**config.mk**
```make
export PLATFORM = sky130hd
export DESIGN_NAME = imem_dump_tx
export DESIGN_NICKNAME = d
export VERILOG_FILES = /design/src/rtl/imem_dump_tx_pkg.sv /design/src/rtl/imem_dump_tx_uart_tx_byte.sv /design/src/rtl/imem_dump_tx.sv
export SDC_FILE = /design/constraint.sdc
export NUM_CORES = 1
export LEC_CHECK = 0
export ABC_AREA = 0
export BUFFER_PORTS_ARGS = -buffer_cell sky130_fd_sc_hd__clkbuf_2
export CAP_MARGIN = 5
export CORE_MARGIN = 3
export CORE_UTILIZATION = 48
export CTS_BUF_LIST = sky130_fd_sc_hd__clkbuf_2 sky130_fd_sc_hd__clkbuf_4 sky130_fd_sc_hd__clkbuf_8
export DETAILED_ROUTE_END_ITERATION = 10
export HOLD_SLACK_MARGIN = 0.15
export PLACE_DENSITY = 0.76
export SLEW_MARGIN = 0
export SYNTH_ARGS = -nofsm -noshare
export SYNTH_HDL_FRONTEND = slang
export SYNTH_SLANG_ARGS = --single-unit
export TNS_END_PERCENT = 30
```
**constraint.sdc**
```tcl
create_clock -name CLK -period 5.4 [get_ports CLK]
set_input_delay 0.54 -clock CLK [delete_from_list [all_inputs] [get_ports CLK]]
set_output_delay 0.54 -clock CLK [all_outputs]
set_load 0.01 [all_outputs]
```
**src/rtl/imem_dump_tx_pkg.sv**
```systemverilog
// rtl/imem_dump_tx_pkg.sv - shared state encoding, UART frame constants and dump framing order
package imem_dump_tx_pkg;

    localparam logic START_BIT = 1'b0;
    localparam logic STOP_BIT  = 1'b1;
    localparam int   DATA_BITS = 8;

    typedef enum logic [3:0] {
        ST_IDLE,
        ST_CNT_LSB,
        ST_CNT_MSB,
        ST_FETCH,
        ST_FETCH_WAIT,
        ST_W_LSB,
        ST_W_MSB,
`ifdef DUMP_CHECKSUM_EN
        ST_CKSUM,
`endif
        ST_FIN
    } dump_state_e;

    // Byte order on the wire, shared with the loader's receive side
    typedef enum logic [1:0] {
        FRM_CNT_LSB,
        FRM_CNT_MSB,
        FRM_W_LSB,
        FRM_W_MSB
    } frame_slot_e;

    function automatic logic [7:0] frame_byte(input frame_slot_e slot,
                                              input logic [15:0] cnt,
                                              input logic [15:0] word);
        logic [7:0] b;
        case (slot)
            FRM_CNT_LSB: b = cnt[7:0];
            FRM_CNT_MSB: b = cnt[15:8];
            FRM_W_LSB:   b = word[7:0];
            FRM_W_MSB:   b = word[15:8];
            default:     b = 8'h00;
        endcase
        return b;
    endfunction

endpackage

```
**src/rtl/imem_dump_tx_uart_tx_byte.sv**
```systemverilog
// rtl/imem_dump_tx_uart_tx_byte.sv - 8N1 byte serializer, one bit per BAUD_CNT clocks
module uart_tx_byte
    import imem_dump_tx_pkg::*;
#(
    parameter int BAUD_CNT = 10
) (
    input  logic       CLK,
    input  logic       RESET,
    input  logic       tx_go,
    input  logic [7:0] tx_data,
    output logic       tx_busy,
    output logic       tx_pin
);

    localparam int             CW        = (BAUD_CNT > 1) ? $clog2(BAUD_CNT) : 1;
    localparam logic [CW-1:0]  BAUD_LAST = CW'(BAUD_CNT - 1);
    localparam logic [3:0]     LAST_BIT  = 4'(DATA_BITS + 1);

    logic          busy_q;
    logic          pin_q;
    logic [CW-1:0] baud_q;
    logic [3:0]    bit_q;
    logic [7:0]    shift_q;

    // Bit 0 is the start bit, 1..8 data, 9 stop; the shifter back-fills stop bits
    always_ff @(posedge CLK or negedge RESET) begin
        if (!RESET) begin
            busy_q  <= 1'b0;
            pin_q   <= STOP_BIT;
            baud_q  <= '0;
            bit_q   <= '0;
            shift_q <= '0;
        end else if (!busy_q) begin
            pin_q <= STOP_BIT;
            if (tx_go) begin
                busy_q  <= 1'b1;
                pin_q   <= START_BIT;
                shift_q <= tx_data;
                baud_q  <= '0;
                bit_q   <= '0;
            end
        end else if (baud_q == BAUD_LAST) begin
            baud_q <= '0;
            if (bit_q == LAST_BIT) begin
                busy_q <= 1'b0;
                pin_q  <= STOP_BIT;
            end else begin
                bit_q   <= bit_q + 4'd1;
                pin_q   <= shift_q[0];
                shift_q <= {STOP_BIT, shift_q[7:1]};
            end
        end else begin
            baud_q <= baud_q + 1'b1;
        end
    end

    assign tx_busy = busy_q;
    assign tx_pin  = pin_q;

endmodule

```
**src/rtl/imem_dump_tx.sv**
```systemverilog
// rtl/imem_dump_tx.sv - instruction memory dump over UART; DUMP_CHECKSUM_EN appends a byte-sum frame
module imem_dump_tx
    import imem_dump_tx_pkg::*;
#(
    parameter int CLK_FREQ = 50_000_000,
    parameter int BAUD     = 9600
) (
    input  logic        CLK,
    input  logic        RESET,
    input  logic        start,
    input  logic [15:0] word_count,
    output logic        mem_rd_en,
    output logic [15:0] mem_addr,
    input  logic [15:0] mem_rdata,
    output logic        uart_tx_pin,
    output logic        busy,
    output logic        done
);

    localparam int BAUD_CNT = CLK_FREQ / BAUD;

    dump_state_e state_q;
    logic [15:0] cnt_q;
    logic [15:0] addr_q;
    logic [15:0] sent_q;
    logic [15:0] word_q;
    logic [7:0]  tx_data_q;
    logic        tx_go_q;
    logic        busy_q;
    logic        done_q;
    logic        rd_en_q;
    logic        tx_busy;
    logic        tx_accept;
`ifdef DUMP_CHECKSUM_EN
    logic [7:0]  sum_q;
`endif

    assign tx_accept = tx_go_q & ~tx_busy;

    // Dump sequencer: header, then fetch/send each word, then wait for the line to drain
    always_ff @(posedge CLK or negedge RESET) begin
        if (!RESET) begin
            state_q   <= ST_IDLE;
            cnt_q     <= '0;
            addr_q    <= '0;
            sent_q    <= '0;
            word_q    <= '0;
            tx_data_q <= '0;
            tx_go_q   <= 1'b0;
            busy_q    <= 1'b0;
            done_q    <= 1'b0;
            rd_en_q   <= 1'b0;
`ifdef DUMP_CHECKSUM_EN
            sum_q     <= '0;
`endif
        end else begin
            rd_en_q <= 1'b0;
            done_q  <= 1'b0;
            case (state_q)
                ST_IDLE: if (start) begin
                    cnt_q     <= word_count;
                    addr_q    <= '0;
                    sent_q    <= '0;
                    busy_q    <= 1'b1;
                    tx_go_q   <= 1'b1;
                    tx_data_q <= frame_byte(FRM_CNT_LSB, word_count, word_q);
`ifdef DUMP_CHECKSUM_EN
                    sum_q     <= '0;
`endif
                    state_q   <= ST_CNT_LSB;
                end
                ST_CNT_LSB: if (tx_accept) begin
                    tx_data_q <= frame_byte(FRM_CNT_MSB, cnt_q, word_q);
                    state_q   <= ST_CNT_MSB;
                end
                ST_CNT_MSB: if (tx_accept) begin
                    if (cnt_q != 16'd0) begin
                        tx_go_q <= 1'b0;
                        rd_en_q <= 1'b1;
                        state_q <= ST_FETCH;
                    end else begin
`ifdef DUMP_CHECKSUM_EN
                        tx_data_q <= 8'h00;
                        state_q   <= ST_CKSUM;
`else
                        tx_go_q   <= 1'b0;
                        state_q   <= ST_FIN;
`endif
                    end
                end
                ST_FETCH: state_q <= ST_FETCH_WAIT;
                ST_FETCH_WAIT: begin
                    word_q    <= mem_rdata;
                    tx_data_q <= frame_byte(FRM_W_LSB, cnt_q, mem_rdata);
                    tx_go_q   <= 1'b1;
                    state_q   <= ST_W_LSB;
                end
                ST_W_LSB: if (tx_accept) begin
                    tx_data_q <= frame_byte(FRM_W_MSB, cnt_q, word_q);
`ifdef DUMP_CHECKSUM_EN
                    sum_q     <= sum_q + word_q[7:0];
`endif
                    state_q   <= ST_W_MSB;
                end
                ST_W_MSB: if (tx_accept) begin
                    sent_q <= sent_q + 16'd1;
                    addr_q <= addr_q + 16'd1;
                    if ((sent_q + 16'd1) == cnt_q) begin
`ifdef DUMP_CHECKSUM_EN
                        tx_data_q <= sum_q + word_q[15:8];
                        state_q   <= ST_CKSUM;
`else
                        tx_go_q   <= 1'b0;
                        state_q   <= ST_FIN;
`endif
                    end else begin
                        tx_go_q <= 1'b0;
                        rd_en_q <= 1'b1;
                        state_q <= ST_FETCH;
                    end
`ifdef DUMP_CHECKSUM_EN
                    sum_q <= sum_q + word_q[15:8];
`endif
                end
`ifdef DUMP_CHECKSUM_EN
                ST_CKSUM: if (tx_accept) begin
                    tx_go_q <= 1'b0;
                    state_q <= ST_FIN;
                end
`endif
                // busy stays high through the done cycle so a coincident start is ignored
                ST_FIN: begin
                    if (done_q) begin
                        busy_q  <= 1'b0;
                        state_q <= ST_IDLE;
                    end else if (!tx_busy && !tx_go_q) begin
                        done_q <= 1'b1;
                    end
                end
                default: state_q <= ST_IDLE;
            endcase
        end
    end

    uart_tx_byte #(
        .BAUD_CNT (BAUD_CNT)
    ) u_tx (
        .CLK     (CLK),
        .RESET   (RESET),
        .tx_go   (tx_go_q),
        .tx_data (tx_data_q),
        .tx_busy (tx_busy),
        .tx_pin  (uart_tx_pin)
    );

    assign mem_rd_en = rd_en_q;
    assign mem_addr  = addr_q;
    assign busy      = busy_q;
    assign done      = done_q;

endmodule

```
==> impl_metrics.json, run 1 <==
{
  "status": "completed",
  "drc": 0,
  "setup_viol": 0,
  "power_frac_comb_pct": 30.9,
  "final_nets": 622,
  "port_buffers": 54,
  "critical-path-top-delay-family": "simple AND/OR/NAND/NOR gates",
  "worstMarginPinSlew_ns": 0.922,
  "maxClockFrequency_mhz": 351,
  "crit_chain": "nor4b_2 -> buf_4 -> a21oi_1 -> buf_4 -> nor3_1 -> nand4_1 -> xor2_1 -> nor2_1",
  "reg2reg_slack_ns": 2.55,
  "rsz0062_at_grt": "false",
  "holdWs_ns": 0.402,
  "die_y_um": 110,
  "cp-end-kind": "flip-flop",
  "die_w_um": 110,
  "synth-async-reset-ratio_pct": 100,
  "finalSetupTns_ns": 0,
  "clock_latency_ns": 0.37,
  "power_frac_seq_pct": 50.0,
  "internal-power_mw": 1.60,
  "drive_above_1_share_pct": 20.6,
  "fin_crit_sh_pct": 52.8,
  "antenna_left": 0,
  "fp.dieArea_um2": 12100,
  "dp_hpwl_um": 8500,
  "via_per_inst": 5.85,
  "max-cap-violations": 0,
  "clock_power_share_pct": 19.1,
  "synthCells": 537,
  "grt_pass1_vias": 4216,
  "power.leakage_nw": 2.59,
  "grt_pass1_wl_um": 20300,
  "wirelength_um": 11900,
  "ys_types": 59,
  "p_switching_mw": 1.00,
  "gr-usage-all-layers_pct": 21.1,
  "slew_viol_final": 0,
  "cp.required_ns": 5.64,
  "drt-wirelength-per-cell_um": 16.5,
  "hp-class": "input pin to flip-flop",
  "overflow": 0,
  "path_buf_inv": 2,
  "synthFlopType": "dfrtp_1",
  "syn_nets": 577,
  "peakVddDrop_mv": 0.225,
  "antenna_found_initial": 0,
  "finClkSkew_ns": 0.0179,
  "worstSetupPathType": "flip-flop to flip-flop",
  "numCtsBuffers": 9,
  "num_rows": 37,
  "cts.reportedPaths.clkPinSlew_ns": 0.10,
  "cts_root_buf": "clkbuf_8",
  "critPathLaunchType": "flip-flop",
  "syn_avg_cell_area_um2": 9.65,
  "final-hold-violation-count": 0,
  "cts.sinks": 98,
  "period_needed_ns": 2.85,
  "ys_seq_area_share_pct": 47.4,
  "synth_edf_count": 0,
  "core-area_um2": 10400,
  "critPathArrivalTime_ns": 3.09,
  "cp_common_cell": "buf_4",
  "p_per_area_nw_per_um2": 451,
  "critPathMaxFanout": 31,
  "grt_max_degree": 76,
  "cpPeakStageDelay_ns": 0.70,
  "via_count": 4233,
  "num_antenna_cells": 0,
  "slew_headroom_pct": 38.5,
  "netlist_area_um2": 5180,
  "area_growth_pct": 11.6,
  "start_util_pct": 49.7,
  "firstDrtPassIters": 5,
  "cp_slowest_cell": "dfrtp_1",
  "clockBufferDepth": 2,
  "cts_tree": "done",
  "yosysWarningCount": 0,
  "io_pins": 55,
  "drtIter0Drc": 285,
  "ys_seq_elements": 98,
  "p_sw_share_pct": 38.5,
  "gp_congestion": 0.874,
  "cts-htree-levels": 3
}
[cell usage in the layout (no fill, tap or decap), types with 15 or more instances in the layout]
| cell type | synthesis | final |
|---|---|---|
| xor2_1 | 20 | 20 |
| a21oi_1 | 34 | 34 |
| clkbuf_2 | 0 | 53 |
| nand2_1 | 49 | 49 |
| nand3_1 | 15 | 15 |
| mux2_2 | 32 | 32 |
| o21ai_0 | 49 | 49 |
| dfrtp_1 | 97 | 97 |
| nor2_1 | 61 | 61 |
| xnor2_1 | 16 | 16 |
[state kept, by name (all words and copies together) (netlist names)]
signal and cells:
tx_go_q 1, mem_addr 16, u_tx.baud_q 13, tx_data_q 8
u_tx.shift_q 8, cnt_q 16, done 1, word_q 8
u_tx.tx_pin 1, busy 1, sent_q 16, u_tx.bit_q 4
u_tx.tx_busy 1, state_q 3, mem_rd_en 1
[area by class of cell]
| class | count | area (µm²) |
|---|---|---|
| Clock inverter | 7 | 83.8 |
| Multi-Input combinational cell | 407 | 2610 |
| Sequential cell | 98 | 2450 |
| Inverter | 6 | 22.5 |
| Fill cell | 910 | 4640 |
| Clock buffer | 9 | 124 |
| Tap cell | 136 | 170 |
| Timing Repair Buffer | 60 | 320 |
[repair_timing]
item	4_1_cts	5_1_grt
resized for setup	0	0
hold buffers	1	0
hold endpoints to repair	23	0
setup buffers	0	0
[routing by layer]
layer / global-route usage, % / routed length (µm) / vias to the layer above
met5: 0 / 0 / -
met4: 7.21 / 279 / 0
met3: 4.23 / 497 / 22
met2: 34.3 / 5840 / 116
met1: 28.1 / 5310 / 2075
li1: - / - / 2020
[worst paths after layout]
check	from	end	cells past startpoint
setup / recovery	state_q[0]$_DFFE_PN0P_	mem_addr[15]$_DFFE_PN0P_	8
hold / removal	mem_rdata[9]	word_q[9]$_DFFE_PN0N_	2
setup reg to reg	state_q[0]$_DFFE_PN0P_	mem_addr[15]$_DFFE_PN0P_	8
hold reg to reg	u_tx.shift_q[1]$_DFFE_PN0P_	u_tx.shift_q[1]$_DFFE_PN0P_	2
max in group asynchronous	RESET	state_q[2]$_DFFE_PN0P_	3
min in group asynchronous	RESET	u_tx.bit_q[1]$_DFFE_PN0P_	2
[per-stage QoR]
step	instances	power (mW)	worst slack, ns	area, µm²	utilization [%]
after floorplan	537	1.85	3.13	5180	-
after global placement	706	2.05	2.63	5560	53.4
after detailed placement	706	2.10	2.59	5560	53.4
after CTS	723	2.61	2.56	5780	55.5
after global routing	723	2.79	2.19	5780	55.5
final	723	2.61	2.55	5780	55.5
[synthesized netlist by cell type, types with 7 or more instances]
| library cell | instances | area [µm²] |
|---|---|---|
| and3_1 | 13 | 81.3 |
| mux2_2 | 32 | 360 |
| nor2_1 | 61 | 229 |
| nor3_1 | 11 | 55.1 |
| xor2_1 | 20 | 175 |
| xnor2_1 | 16 | 140 |
| nand3_1 | 15 | 75.1 |
| mux2i_1 | 7 | 70.1 |
| o21ai_0 | 49 | 245 |
| a22oi_1 | 8 | 60.1 |
| nand4_1 | 7 | 43.8 |
| o31ai_1 | 8 | 60.1 |
| clkbuf_1 | 20 | 75.1 |
| dfrtp_1 | 97 | 2430 |
| nand2_1 | 49 | 184 |
| a21oi_1 | 34 | 170 |
[cell families after synthesis]
logic type                 after synthesis  synth area share [%]
xor gates and xnor gates                36                  6.09
muxes                                   39                  8.31
AOI/OAI and AO/OA                      125                  14.3
buffers and inverters                   32                  2.44
DFF                                     98                  47.4
and+or+nand+nor                        201                  20.1
adders and majority gates                6                  1.40
[worst reg2reg max path: stages (launching register included)]
cell	delay, ns
dfrtp_1	0.70
nor4b_2	0.34
buf_4	0.39
a21oi_1	0.08
buf_4	0.22
nor3_1	0.59
nand4_1	0.19
xor2_1	0.16
nor2_1	0.05
[power by group through the flow]
stage	logic [mW]	clock network, mW	registers (mW)
global placement	0.760	0	1.29
global route	0.901	0.546	1.35
finish	0.804	0.498	1.30
floorplan	0.694	0	1.16
detailed placement	0.795	0	1.31
CTS	0.806	0.513	1.30
Power figures use the tool's default switching activity.
==> inputs of run 2 (changes only) <==
--- a/config.mk
+++ b/config.mk
@@ -5,7 +5,7 @@
 export SDC_FILE = /design/constraint.sdc
 export NUM_CORES = 1
 export LEC_CHECK = 0
-export ABC_AREA = 0
+export ABC_AREA = 1
 export BUFFER_PORTS_ARGS = -buffer_cell sky130_fd_sc_hd__clkbuf_2
 export CAP_MARGIN = 5
 export CORE_MARGIN = 3
@@ -13,7 +13,7 @@
 export CTS_BUF_LIST = sky130_fd_sc_hd__clkbuf_2 sky130_fd_sc_hd__clkbuf_4 sky130_fd_sc_hd__clkbuf_8
 export DETAILED_ROUTE_END_ITERATION = 10
 export HOLD_SLACK_MARGIN = 0.15
-export PLACE_DENSITY = 0.76
+export PLACE_DENSITY = 0.79
 export SLEW_MARGIN = 0
 export SYNTH_ARGS = -nofsm -noshare
 export SYNTH_HDL_FRONTEND = slang
==> constraint.sdc (replaced) <==
create_clock -name CLK -period 2.4 [get_ports CLK]
set_input_delay 0.24 -clock CLK [delete_from_list [all_inputs] [get_ports CLK]]
set_output_delay 0.24 -clock CLK [all_outputs]
set_load 0.01 [all_outputs]
==> run 2 against run 1 <==
Effect of this change: clock power rose by 130%; combinational power fell by 84%; synthesized cell count rose by 28%; highest routed layer unchanged.
==> impl_metrics.json, run 2 <==
{
  "crit_chain": "inv_2 -> nand2_4 -> nor2_4 -> nand2_4 -> nand2_2 -> nand2_2 -> nor2_4 -> nand4_1 -> o21ai_0 -> a21oi_1",
  "power_frac_comb_pct": 4.3,
  "finClkSkew_ns": 0.0142,
  "cts.reportedPaths.clkPinSlew_ns": 0.09,
  "yosysWarningCount": 0,
  "cts.sinks": 98,
  "core-area_um2": 10400,
  "worstMarginPinSlew_ns": 0.600,
  "drive_above_1_share_pct": 13.2,
  "final_nets": 813,
  "overflow": 0,
  "synth-async-reset-ratio_pct": 100,
  "cpPeakStageDelay_ns": 0.46,
  "dp_hpwl_um": 10400,
  "final_common_cell": "nand2_1",
  "drtIter0Drc": 407,
  "netlist_area_um2": 5200,
  "firstDrtPassIters": 5,
  "slew_viol_final": 0,
  "cts-htree-levels": 3,
  "final-hold-violation-count": 0,
  "synth_top_cell_by_area": "dfrtp_1",
  "ys_types": 41,
  "total_power_mw": 2.97,
  "peakVddDrop_mv": 0.338,
  "cp_slowest_cell": "dfrtp_1",
  "die_w_um": 110,
  "met2_usage_pct": 40.6,
  "layout.cells.non_filler": 914,
  "io_pins": 55,
  "slew_headroom_pct": 59.8,
  "clock_power_share_pct": 39.4,
  "place_area_um2": 5680,
  "max-cap-violations": 0,
  "status": "completed",
  "hp-class": "input pin to flip-flop",
  "clockBufferDepth": 2,
  "critPathMaxFanout": 15,
  "area_growth_pct": 17.9,
  "via_per_inst": 5.47,
  "start_util_pct": 49.9,
  "port_buffers": 54,
  "cts_root_buf": "clkbuf_8",
  "fp.dieArea_um2": 12100,
  "synth_edf_count": 0,
  "clock_latency_ns": 0.37,
  "drt-wirelength-per-cell_um": 15.5,
  "critPathArrivalTime_ns": 2.40,
  "finalSetupTns_ns": 0,
  "antenna_found_initial": 0,
  "cp-end-kind": "flip-flop",
  "critical-path-top-delay-family": "simple AND/OR/NAND/NOR gates",
  "synth_top_area_share_pct": 46.7,
  "worstSetupPathType": "flip-flop to flip-flop",
  "setup_viol": 0,
  "p_per_area_nw_per_um2": 484,
  "mostFrequentLayoutCells": "nand2_1 (216), dfrtp_1 (97), inv_1 (85), nor2_1 (56), clkbuf_2 (53)",
  "dpl.cell_count": 875,
  "drc": 0,
  "busiest_layer": "met2",
  "grt_pass1_vias": 5061,
  "num-fill-cells": 909,
  "die_y_um": 110,
  "gr-usage-all-layers_pct": 25.2,
  "num_antenna_cells": 0,
  "internal-power_mw": 2.32,
  "cts_tree": "done",
  "cp.required_ns": 2.64,
  "period_needed_ns": 2.16,
  "fin_crit_sh_pct": 89.9,
  "syn_avg_cell_area_um2": 7.56,
  "yosys-top-cells-area": "dfrtp_1 (47%), nand2_1 (16%), inv_1 (6.1%), o21ai_0 (4.5%), nand3_1 (4.2%)",
  "utilization_pct": 58.9,
  "path_buf_inv": 1,
  "fin_area_um2": 6130,
  "rsz0062_at_grt": "false",
  "p_switching_mw": 0.645,
  "synthTopCellsByCount": "nand2_1 (216), dfrtp_1 (97), inv_1 (85)",
  "num_rows": 37,
  "met1_usage_pct": 33.5,
  "numCtsBuffers": 9,
  "maxClockFrequency_mhz": 464,
  "wirelength_um": 14200,
  "yosysMostFrequentCell": "nand2_1",
  "syn_nets": 728,
  "antenna_left": 0,
  "critPathLaunchType": "flip-flop",
  "gp_congestion": 0.935,
  "synthCells": 688,
  "grt_max_degree": 41,
  "p_sw_share_pct": 21.7,
  "use_met3_pct": 4.37,
  "power_frac_seq_pct": 56.3,
  "synthFlopType": "dfrtp_1",
  "ys_seq_elements": 98,
  "grt_pass1_wl_um": 23800,
  "via_count": 4997,
  "power.leakage_nw": 3.21,
  "ys_seq_area_share_pct": 47.2
}
## run 2: changes by cell type in the layout (fill, tap and decap cells not counted), moves of 15 or more
| cell | delta |
|---|---|
| mux2_2 | -32 |
| xnor2_1 | -15 |
| nand3_1 | +29 |
| nand2_1 | +167 |
| o22ai_1 | +17 |
| inv_1 | +79 |
| dlygate4sd3_1 | +22 |
## run 2: worst reg2reg max path, stage by stage (launching register included)
cell,delay [ns]
dfrtp_1,0.46
inv_2,0.15
nand2_4,0.08
nor2_4,0.18
nand2_4,0.17
nand2_2,0.18
nand2_2,0.10
nor2_4,0.14
nand4_1,0.19
o21ai_0,0.28
a21oi_1,0.11
## run 2: repair_timing
action / 4_1_cts / 5_1_grt
endpoints found under the hold margin: 57 / 0
hold buffers: 23 / 0
buffers inserted: 0 / 0
gates resized for setup: 0 / 1
setup endpoints to repair: 0 / 1
## run 2: final timing paths
path,slack (ns),depth (start not counted),from,to
worst min register to register,0.48,2,word_q[14]$_DFFE_PN0N_,word_q[14]$_DFFE_PN0N_
min in group asynchronous,0.39,2,RESET,sent_q[8]$_DFFE_PN0P_
worst min-delay path,0.17,3,word_count[5],cnt_q[5]$_DFFE_PN0P_
max in group asynchronous,1.24,3,RESET,u_tx.tx_pin$_DFFE_PN1N_
worst max register to register,0.24,10,state_q[0]$_DFFE_PN0P_,mem_addr[11]$_DFFE_PN0P_
worst max-delay path,0.24,10,state_q[0]$_DFFE_PN0P_,mem_addr[11]$_DFFE_PN0P_
## run 2: through the flow
stage / hold slack [ns] / worst slack [ns]
2_1_floorplan: -0.0556 / 0.686
3_3_place_gp: 0.238 / 0.407
3_5_place_dp: 0.237 / 0.301
4_1_cts: 0.154 / 0.283
5_1_grt: 0.181 / 0.0170
6_report: 0.165 / 0.243
## run 2: final cells by class
class | instances | area [µm²] | share of cell area [%]
Multi-Input combinational cell | 485 | 2340 | 38.2
Tap cell | 136 | 170 | 2.78
Clock inverter | 3 | 43.8 | 0.714
Timing Repair Buffer | 88 | 598 | 9.76
Clock buffer | 13 | 179 | 2.92
Sequential cell | 98 | 2450 | 40.0
Inverter | 91 | 342 | 5.57
## run 2: power by group through the flow
stage | clock, mW | sequential (mW) | combinational (mW)
floorplan | 0 | 1.70 | 0.0179
CTS | 1.18 | 1.67 | 0.128
finish | 1.17 | 1.67 | 0.128
detailed placement | 0 | 1.70 | 0.0981
global route | 1.25 | 1.67 | 0.143
global placement | 0 | 1.70 | 0.0966
## run 2: cells by family after synthesis
kind of cell	count (synthesis)	synth area share [%]
compound gates	115	12.6
xor+xnor	9	1.78
fa+ha+maj	5	1.20
simple gates	356	29.5
flops	98	47.2
buf+inv	105	7.79
## run 2: metal layers
layer  wire (µm)  up-vias  part of all wire (%)
met5           0        -                     0
met3        1030       30                   7.3
met4         414        0                   2.9
met1        6140     2347                    43
li1            -     2400                     -
met2        6630      220                    47
